`src/rtl/mem_pkg.sv`:
```
// Shared types for the data-memory access stage: funct3 codes, FSM states,
// byte-enable helpers and the MEM/WB bundle.
package mem_pkg;

  localparam logic [2:0] F3_LB  = 3'b000;
  localparam logic [2:0] F3_LH  = 3'b001;
  localparam logic [2:0] F3_LW  = 3'b010;
  localparam logic [2:0] F3_LBU = 3'b100;
  localparam logic [2:0] F3_LHU = 3'b101;
  localparam logic [2:0] F3_SB  = 3'b000;
  localparam logic [2:0] F3_SH  = 3'b001;
  localparam logic [2:0] F3_SW  = 3'b010;

  localparam int BE_W = 4;
  typedef logic [BE_W-1:0] be_t;

  typedef enum logic {IDLE, WAIT} state_t;
  typedef enum logic [1:0] {SZ_B, SZ_H, SZ_W} size_t;

  typedef struct packed {
    logic        valid;
    logic        reg_write;
    logic        mem_reg;
    logic [31:0] mem_data;
    logic [31:0] alu_result;
  } wb_t;

  // Undefined encodings fall through to word size.
  function automatic size_t acc_size(input logic [2:0] f3);
    acc_size = SZ_W;
    unique case (1'b1)
      f3[1:0] == 2'b00: acc_size = SZ_B;
      f3[1:0] == 2'b01: acc_size = SZ_H;
      default: ;
    endcase
  endfunction

  function automatic be_t be_mask(input logic [2:0] f3,
                                  input logic [1:0] lo);
    be_mask = 4'b1111;
    unique case (acc_size(f3))
      SZ_B: be_mask = be_t'(1) << lo;
      SZ_H: be_mask = lo[1] ? 4'b1100 : 4'b0011;
      default: ;
    endcase
  endfunction

  function automatic logic [31:0] st_lanes(input logic [2:0] f3,
                                           input logic [31:0] d);
    st_lanes = d;
    unique case (acc_size(f3))
      SZ_B: st_lanes = {4{d[7:0]}};
      SZ_H: st_lanes = {2{d[15:0]}};
      default: ;
    endcase
  endfunction

  function automatic logic misaligned(input logic [2:0] f3,
                                      input logic [1:0] lo);
    misaligned = 1'b0;
    unique case (acc_size(f3))
      SZ_H: misaligned = lo[0];
      SZ_W: misaligned = |lo;
      default: ;
    endcase
  endfunction

endpackage

```
`src/rtl/mem_access_unit_if.sv`:
```
// Data-memory request/response bus between the MEM stage and the memory.
interface mem_access_unit_if #(
  parameter int ADDR_W = 32
);
  logic              dm_req;
  logic              dm_we;
  logic [ADDR_W-1:0] dm_addr;
  logic [3:0]        dm_be;
  logic [31:0]       dm_wdata;
  logic [31:0]       dm_rdata;
  logic              dm_ack;

  modport master (
    output dm_req, dm_we, dm_addr, dm_be, dm_wdata,
    input  dm_rdata, dm_ack
  );

  modport slave (
    input  dm_req, dm_we, dm_addr, dm_be, dm_wdata,
    output dm_rdata, dm_ack
  );
endinterface

```
`src/rtl/load_formatter.sv`:
```
// Selects the addressed lane of a read word and sign/zero-extends it.
module load_formatter
  import mem_pkg::*;
(
  input  logic [2:0]  funct3,
  input  logic [1:0]  addr_lo,
  input  logic [31:0] rdata,
  output logic [31:0] data
);

  logic [7:0]  b;
  logic [15:0] h;

  always_comb begin
    b    = rdata[{addr_lo, 3'b000} +: 8];
    h    = addr_lo[1] ? rdata[31:16] : rdata[15:0];
    data = rdata;
    unique case (acc_size(funct3))
      SZ_B: data = funct3[2] ? {24'b0, b} : {{24{b[7]}}, b};
      SZ_H: data = funct3[2] ? {16'b0, h} : {{16{h[15]}}, h};
      default: ;
    endcase
  end

endmodule

```
`src/rtl/mem_access_unit.sv`:
```
// MEM pipeline stage: issues loads/stores on the dm bus and fills MEM/WB.
// Optional MISALIGN_EXC_EN traps misaligned half/word accesses.
module mem_access_unit
  import mem_pkg::*;
#(
  parameter int ADDR_W   = 32,
  parameter int MAX_WAIT = 15,
  parameter int RD_W     = 5
) (
  input  logic            clk,
  input  logic            rst,
  input  logic            in_valid,
  input  logic [31:0]     alu_result,
  input  logic [31:0]     rs2_data,
  input  logic [RD_W-1:0] rd,
  input  logic            reg_write,
  input  logic            mem_read,
  input  logic            mem_write,
  input  logic            mem_reg,
  input  logic [2:0]      funct3,
  output logic            stall,
  mem_access_unit_if.master dm,
  output logic            wb_valid,
  output logic            wb_reg_write,
  output logic            wb_mem_reg,
  output logic [31:0]     wb_mem_data,
  output logic [31:0]     wb_alu_result,
  output logic [RD_W-1:0] wb_rd,
  output logic            bus_err,
  output logic            misalign_exc
);

  localparam int CNT_W = (MAX_WAIT > 1) ? $clog2(MAX_WAIT + 1) : 1;

  state_t            state_q, state_d;
  logic [CNT_W-1:0]  cnt_q, cnt_d;
  logic              req_q, req_d, we_q, we_d;
  be_t               be_q, be_d;
  logic [ADDR_W-1:0] addr_q, addr_d;
  logic [31:0]       wdata_q, wdata_d, alu_q, alu_d;
  logic [2:0]        f3_q, f3_d;
  logic [1:0]        lo_q, lo_d;
  logic [RD_W-1:0]   rd_q, rd_d, wb_rd_q, wb_rd_d;
  logic              rw_q, rw_d, mreg_q, mreg_d;
  wb_t               wb_q, wb_d;
  logic              bus_err_q, bus_err_d, mis_q, mis_d;

  logic        is_mem, mis_hit, issue, timeout;
  logic [31:0] ld_data;

  load_formatter u_fmt (
    .funct3  (f3_q),
    .addr_lo (lo_q),
    .rdata   (dm.dm_rdata),
    .data    (ld_data)
  );

  assign is_mem = mem_read | mem_write;
`ifdef MISALIGN_EXC_EN
  assign mis_hit = in_valid & is_mem & misaligned(funct3, alu_result[1:0]);
`else
  assign mis_hit = 1'b0;
`endif
  assign issue   = (state_q == IDLE) & in_valid & is_mem & ~mis_hit;
  assign timeout = (state_q == WAIT) & ~dm.dm_ack & (MAX_WAIT != 0)
                 & (32'(cnt_q) == MAX_WAIT - 1);
  // Stall drops in the completing cycle so EX/MEM advances at that edge.
  assign stall = ~rst & (issue | ((state_q == WAIT) & ~dm.dm_ack & ~timeout));

  always_comb begin
    state_d   = state_q;
    cnt_d     = cnt_q;
    req_d     = req_q;
    we_d      = we_q;
    be_d      = be_q;
    addr_d    = addr_q;
    wdata_d   = wdata_q;
    f3_d      = f3_q;
    lo_d      = lo_q;
    rd_d      = rd_q;
    rw_d      = rw_q;
    mreg_d    = mreg_q;
    alu_d     = alu_q;
    wb_d      = wb_q;
    wb_d.valid = 1'b0;
    wb_rd_d   = wb_rd_q;
    bus_err_d = 1'b0;
    mis_d     = 1'b0;
    unique case (state_q)
      IDLE: begin
        if (issue) begin
          state_d = WAIT;
          cnt_d   = '0;
          req_d   = 1'b1;
          we_d    = mem_write;
          be_d    = be_mask(funct3, alu_result[1:0]);
          addr_d  = {alu_result[ADDR_W-1:2], 2'b00};
          wdata_d = st_lanes(funct3, rs2_data);
          f3_d    = funct3;
          lo_d    = alu_result[1:0];
          rd_d    = rd;
          rw_d    = reg_write & ~mem_write;
          mreg_d  = mem_reg;
          alu_d   = alu_result;
        end else if (in_valid) begin
          wb_d.valid      = 1'b1;
          wb_d.reg_write  = reg_write & ~mem_write & ~mis_hit;
          wb_d.mem_reg    = mem_reg;
          wb_d.mem_data   = '0;
          wb_d.alu_result = alu_result;
          wb_rd_d         = rd;
          mis_d           = mis_hit;
        end
      end
      WAIT: begin
        if (dm.dm_ack | timeout) begin
          state_d         = IDLE;
          req_d           = 1'b0;
          we_d            = 1'b0;
          be_d            = '0;
          wb_d.valid      = 1'b1;
          wb_d.reg_write  = rw_q & dm.dm_ack;
          wb_d.mem_reg    = mreg_q;
          wb_d.mem_data   = (dm.dm_ack & ~we_q) ? ld_data : '0;
          wb_d.alu_result = alu_q;
          wb_rd_d         = rd_q;
          bus_err_d       = timeout;
        end else begin
          cnt_d = cnt_q + CNT_W'(1);
        end
      end
      default: ;
    endcase
  end

  always_ff @(posedge clk or posedge rst) begin
    if (rst) begin
      state_q   <= IDLE;
      cnt_q     <= '0;
      req_q     <= 1'b0;
      we_q      <= 1'b0;
      be_q      <= '0;
      addr_q    <= '0;
      wdata_q   <= '0;
      f3_q      <= '0;
      lo_q      <= '0;
      rd_q      <= '0;
      rw_q      <= 1'b0;
      mreg_q    <= 1'b0;
      alu_q     <= '0;
      wb_q      <= '0;
      wb_rd_q   <= '0;
      bus_err_q <= 1'b0;
      mis_q     <= 1'b0;
    end else begin
      state_q   <= state_d;
      cnt_q     <= cnt_d;
      req_q     <= req_d;
      we_q      <= we_d;
      be_q      <= be_d;
      addr_q    <= addr_d;
      wdata_q   <= wdata_d;
      f3_q      <= f3_d;
      lo_q      <= lo_d;
      rd_q      <= rd_d;
      rw_q      <= rw_d;
      mreg_q    <= mreg_d;
      alu_q     <= alu_d;
      wb_q      <= wb_d;
      wb_rd_q   <= wb_rd_d;
      bus_err_q <= bus_err_d;
      mis_q     <= mis_d;
    end
  end

  assign dm.dm_req     = req_q;
  assign dm.dm_we      = we_q;
  assign dm.dm_addr    = addr_q;
  assign dm.dm_be      = be_q;
  assign dm.dm_wdata   = wdata_q;
  assign wb_valid      = wb_q.valid;
  assign wb_reg_write  = wb_q.reg_write;
  assign wb_mem_reg    = wb_q.mem_reg;
  assign wb_mem_data   = wb_q.mem_data;
  assign wb_alu_result = wb_q.alu_result;
  assign wb_rd         = wb_rd_q;
  assign bus_err       = bus_err_q;
  assign misalign_exc  = mis_q;

endmodule

```
`src/flat_wrapper.sv`:
```
// flat-port wrapper written by rule: the top's interface ports become plain ports
module mem_access_unit_flat import mem_pkg::*;
#(
  parameter int ADDR_W   = 32,
  parameter int MAX_WAIT = 15,
  parameter int RD_W     = 5
)
  (clk, rst, in_valid, alu_result, rs2_data, rd, reg_write, mem_read, mem_write, mem_reg, funct3, stall, wb_valid, wb_reg_write, wb_mem_reg, wb_mem_data, wb_alu_result, wb_rd, bus_err, misalign_exc, dm_dm_req, dm_dm_we, dm_dm_addr, dm_dm_be, dm_dm_wdata, dm_dm_rdata, dm_dm_ack);
  mem_access_unit_if #(.ADDR_W(ADDR_W)) dm_i ();
  input  logic clk;
  input  logic rst;
  input  logic in_valid;
  input  logic [31:0] alu_result;
  input  logic [31:0] rs2_data;
  input  logic [RD_W-1:0] rd;
  input  logic reg_write;
  input  logic mem_read;
  input  logic mem_write;
  input  logic mem_reg;
  input  logic [2:0] funct3;
  output logic stall;
  output logic wb_valid;
  output logic wb_reg_write;
  output logic wb_mem_reg;
  output logic [31:0] wb_mem_data;
  output logic [31:0] wb_alu_result;
  output logic [RD_W-1:0] wb_rd;
  output logic bus_err;
  output logic misalign_exc;
  output wire logic [$bits(dm_i.dm_req)-1:0] dm_dm_req;
  output wire logic [$bits(dm_i.dm_we)-1:0] dm_dm_we;
  output wire logic [$bits(dm_i.dm_addr)-1:0] dm_dm_addr;
  output wire logic [$bits(dm_i.dm_be)-1:0] dm_dm_be;
  output wire logic [$bits(dm_i.dm_wdata)-1:0] dm_dm_wdata;
  input wire logic [$bits(dm_i.dm_rdata)-1:0] dm_dm_rdata;
  input wire logic [$bits(dm_i.dm_ack)-1:0] dm_dm_ack;
  assign dm_dm_req = dm_i.dm_req;
  assign dm_dm_we = dm_i.dm_we;
  assign dm_dm_addr = dm_i.dm_addr;
  assign dm_dm_be = dm_i.dm_be;
  assign dm_dm_wdata = dm_i.dm_wdata;
  assign dm_i.dm_rdata = dm_dm_rdata;
  assign dm_i.dm_ack = dm_dm_ack;
  mem_access_unit #(.ADDR_W(ADDR_W), .MAX_WAIT(MAX_WAIT), .RD_W(RD_W)) u_core (.clk(clk), .rst(rst), .in_valid(in_valid), .alu_result(alu_result), .rs2_data(rs2_data), .rd(rd), .reg_write(reg_write), .mem_read(mem_read), .mem_write(mem_write), .mem_reg(mem_reg), .funct3(funct3), .stall(stall), .dm(dm_i), .wb_valid(wb_valid), .wb_reg_write(wb_reg_write), .wb_mem_reg(wb_mem_reg), .wb_mem_data(wb_mem_data), .wb_alu_result(wb_alu_result), .wb_rd(wb_rd), .bus_err(bus_err), .misalign_exc(misalign_exc));
endmodule
```
`config.mk`:
```
export PLATFORM = sky130hd
export DESIGN_NAME = mem_access_unit_flat
export DESIGN_NICKNAME = d
export VERILOG_FILES = /design/src/rtl/mem_pkg.sv /design/src/rtl/mem_access_unit_if.sv /design/src/rtl/load_formatter.sv /design/src/rtl/mem_access_unit.sv /design/src/flat_wrapper.sv
export SDC_FILE = /design/constraint.sdc
export NUM_CORES = 1
export LEC_CHECK = 0
export BUFFER_PORTS_ARGS = -buffer_cell sky130_fd_sc_hd__buf_2
export CAP_MARGIN = 20
export CORE_MARGIN = 2
export CORE_UTILIZATION = 45
export CTS_CLUSTER_SIZE = 40
export DETAILED_ROUTE_END_ITERATION = 7
export GPL_ROUTABILITY_DRIVEN = 0
export PLACE_DENSITY = 0.74
export RECOVER_POWER = 25
export SYNTH_ARGS = -nofsm -noshare
export SYNTH_HDL_FRONTEND = slang
export SYNTH_SLANG_ARGS = --single-unit
```
`constraint.sdc`:
```
create_clock -name clk -period 4.96 [get_ports clk]
set_clock_uncertainty 0.1 [all_clocks]
set_input_delay 0 -clock clk [delete_from_list [all_inputs] [get_ports clk]]
set_output_delay 0 -clock clk [all_outputs]
set_load 0.1 [all_outputs]
```
==> impl_metrics.ini <==
[worst_setup_path]
r2r_start = u_core.state_q
critPathLaunch = u_core.state_q
setup.worst_path.end_class = flop
crit_slowest_cell = buf_4
start_kind = flop
crit_chain = nand2b_1 > o221ai_4 > buf_4 > nand2_1 > o21ai_1 > dlygate4sd3_1
required_ns = 5.22
critPathMaxStageDelay_ns = 0.64
cp_max_fo = 66
crit_type = reg -> reg
critPathArrivalTime_ns = 3.28

[clock_network]
cts.sinks = 158
post_cts_buffers = 0
clk-insertion-delay-late_ns = 0.42
cts_buffers = 17
clk_pin_slew_ns = 0.06
cts-resized-gates = 0
cts_buffer_depth = 2
htreeDepth = 4
hold_buffers = 117
cts_root_buf = clkbuf_16
cts_tree = built

[die]
core_area_sq_mm = 0.0158
die_y_microns = 131
dieArea_sq_mm = 0.0172
start_util_pct = 45.9
rows = 46
die_w_microns = 131
io_pins = 257

[sta]
fin_crit_ns = 3.02
post-route-period-util_pct = 60.9
rsz0062_at_grt = no
timing.fmax_mhz = 331
relSlewSlack_pct = 18.9
worst_slew_pin_slew_ns = 1.22
fin_setup_tns_ns = 0
setup_viol = 0
layout_setup_ws_ns = 1.94
whs_ns = 0.00466
slew_violations = 0
hold_violations = 0

[yosys]
synth_ff_type = dfrtp_1
syn_avg_cell_area_sq_um = 9.57
syn_area_sq_mm = 0.00727
synth-seq-cells = 158
synthCells = 759
synth-edff-count = 0
yosys-top-cells-count = nand2_1, dfrtp_1, inv_1
yosys.cell_count.top_type = nand2_1
synthTopCellsByArea = dfrtp_1, nand2_1, mux2i_1, a222oi_1, buf_4
synth_top_area_share_pct = 54.4
async_flop_share_pct = 100
synth_cell_types = 45
yosysSeqAreaShare_pct = 54.4
synth_largest_area_cell = dfrtp_1
ys_warn_count = 0

[global_routing]
grt_usage_pct = 25.1
first_global_vias = 6794
grt_first_pass_wirelength_microns = 33800
grt_max_degree = 114
overflow = 0
antenna_found_initial = 0

[pwr]
powerDensity_mw_per_mm2 = 590
irDropWorstVdd_uv = 441
total_power_mw = 6.01
power.leakage_nw = 5.22

[worst_hold_path]
hp-class = in -> reg
worstHoldStart = mem_read

[place]
dpl.cell_count = 1158
hpwl_microns = 13400
place_ws_ns = 2.39
portBuffers = 253

[route]
antenna_left = 0
post-route-drc-count = 0
wl_per_cell_microns = 16.4
wirelength_microns = 21500
num_vias = 6880
dr.pass1.iters = 6
drt_iter0_markers = 531
via_per_inst = 5.25

[layout]
stdcell_count = 1311
fin_nets = 1196
diodes = 0
drive_gt1_share_pct = 20.0
synthToLayoutAreaGrowth_pct = 40.0

[run]
cap_viol_max_count = 0

[status]
outcome = finished, final reports clean
## placed cells by master (no fill, tap or decap), types with 6 or more instances in the layout
cell / instances
nand2_1: 229
buf_2: 158
dfrtp_1: 158
dlygate4sd3_1: 118
clkbuf_1: 99
inv_1: 38
mux2i_1: 36
a222oi_1: 33
o21ai_0: 28
o21ai_1: 26
a21oi_1: 20
nor2_1: 18
clkbuf_16: 17
nand3_1: 15
nand2b_1: 10
nand3_2: 10
a32o_1: 9
o221ai_1: 7
buf_4: 6
## area by class of cell
cell class | instances | area [sq um]
multi-input combinational | 483 | 2760
clock buffer | 22 | 454
tap | 216 | 270
clock inverter | 10 | 115
sequential | 158 | 3950
fill | 1287 | 5650
timing repair buffer | 381 | 2470
inverter | 41 | 155
## worst paths after layout
kind                                         end  slack, ns  depth (start not counted)
setup / recovery           u_core.wb_mem_data[4]       1.94                          6
hold / removal                  u_core.alu_q[24]      0.005                          4
setup reg to reg           u_core.wb_mem_data[4]       1.94                          6
hold reg to reg              u_core.wb_reg_write       0.37                          2
max in group asynchronous        u_core.alu_q[7]       2.93                          5
min in group asynchronous  u_core.dm.dm_wdata[2]       0.77                          4
## logic make-up (layout without fill, tap and decap cells)
logic type | after synthesis | count (layout) | synth area share, %
compound gates | 134 | 134 | 13.2
xor+xnor | 2 | 2 | 0.241
fa+ha+maj | 2 | 2 | 0.344
buf+inv | 120 | 454 | 8.27
flops | 158 | 158 | 54.4
mux | 39 | 39 | 5.53
other cells | 1 | 3 | 0.0516
simple gates | 303 | 303 | 18.0
## stage by stage
step	instance area (sq um)	util, %
floorplan	7270	-
global placement	8450	53.4
detailed placement	8480	53.6
CTS	10200	64.6
global route	10200	64.3
finish	10200	64.3
## where the power goes
| part | switching, mW | internal, mW |
|---|---|---|
| sequential | 0.223 | 1.57 |
| clock | 0.518 | 0.753 |
| combinational | 2.47 | 0.467 |
## critical path: cells and delay by family (launching register included)
kind / cells / cell delay, ns
buf+inv: 2 / 1.19
flops: 1 / 0.57
compound gates: 2 / 0.52
simple gates: 2 / 0.51
## routing by layer
layer | part of all wire, % | up-vias | GRT usage, %
li1 | - | 3188 | -
met3 | 7.3 | 51 | 6.09
met4 | 2.8 | 0 | 11.0
met2 | 49 | 339 | 40.6
met5 | 0 | - | 0
met1 | 41 | 3302 | 32.2
Note: power is estimated with default switching activity, not from simulation.
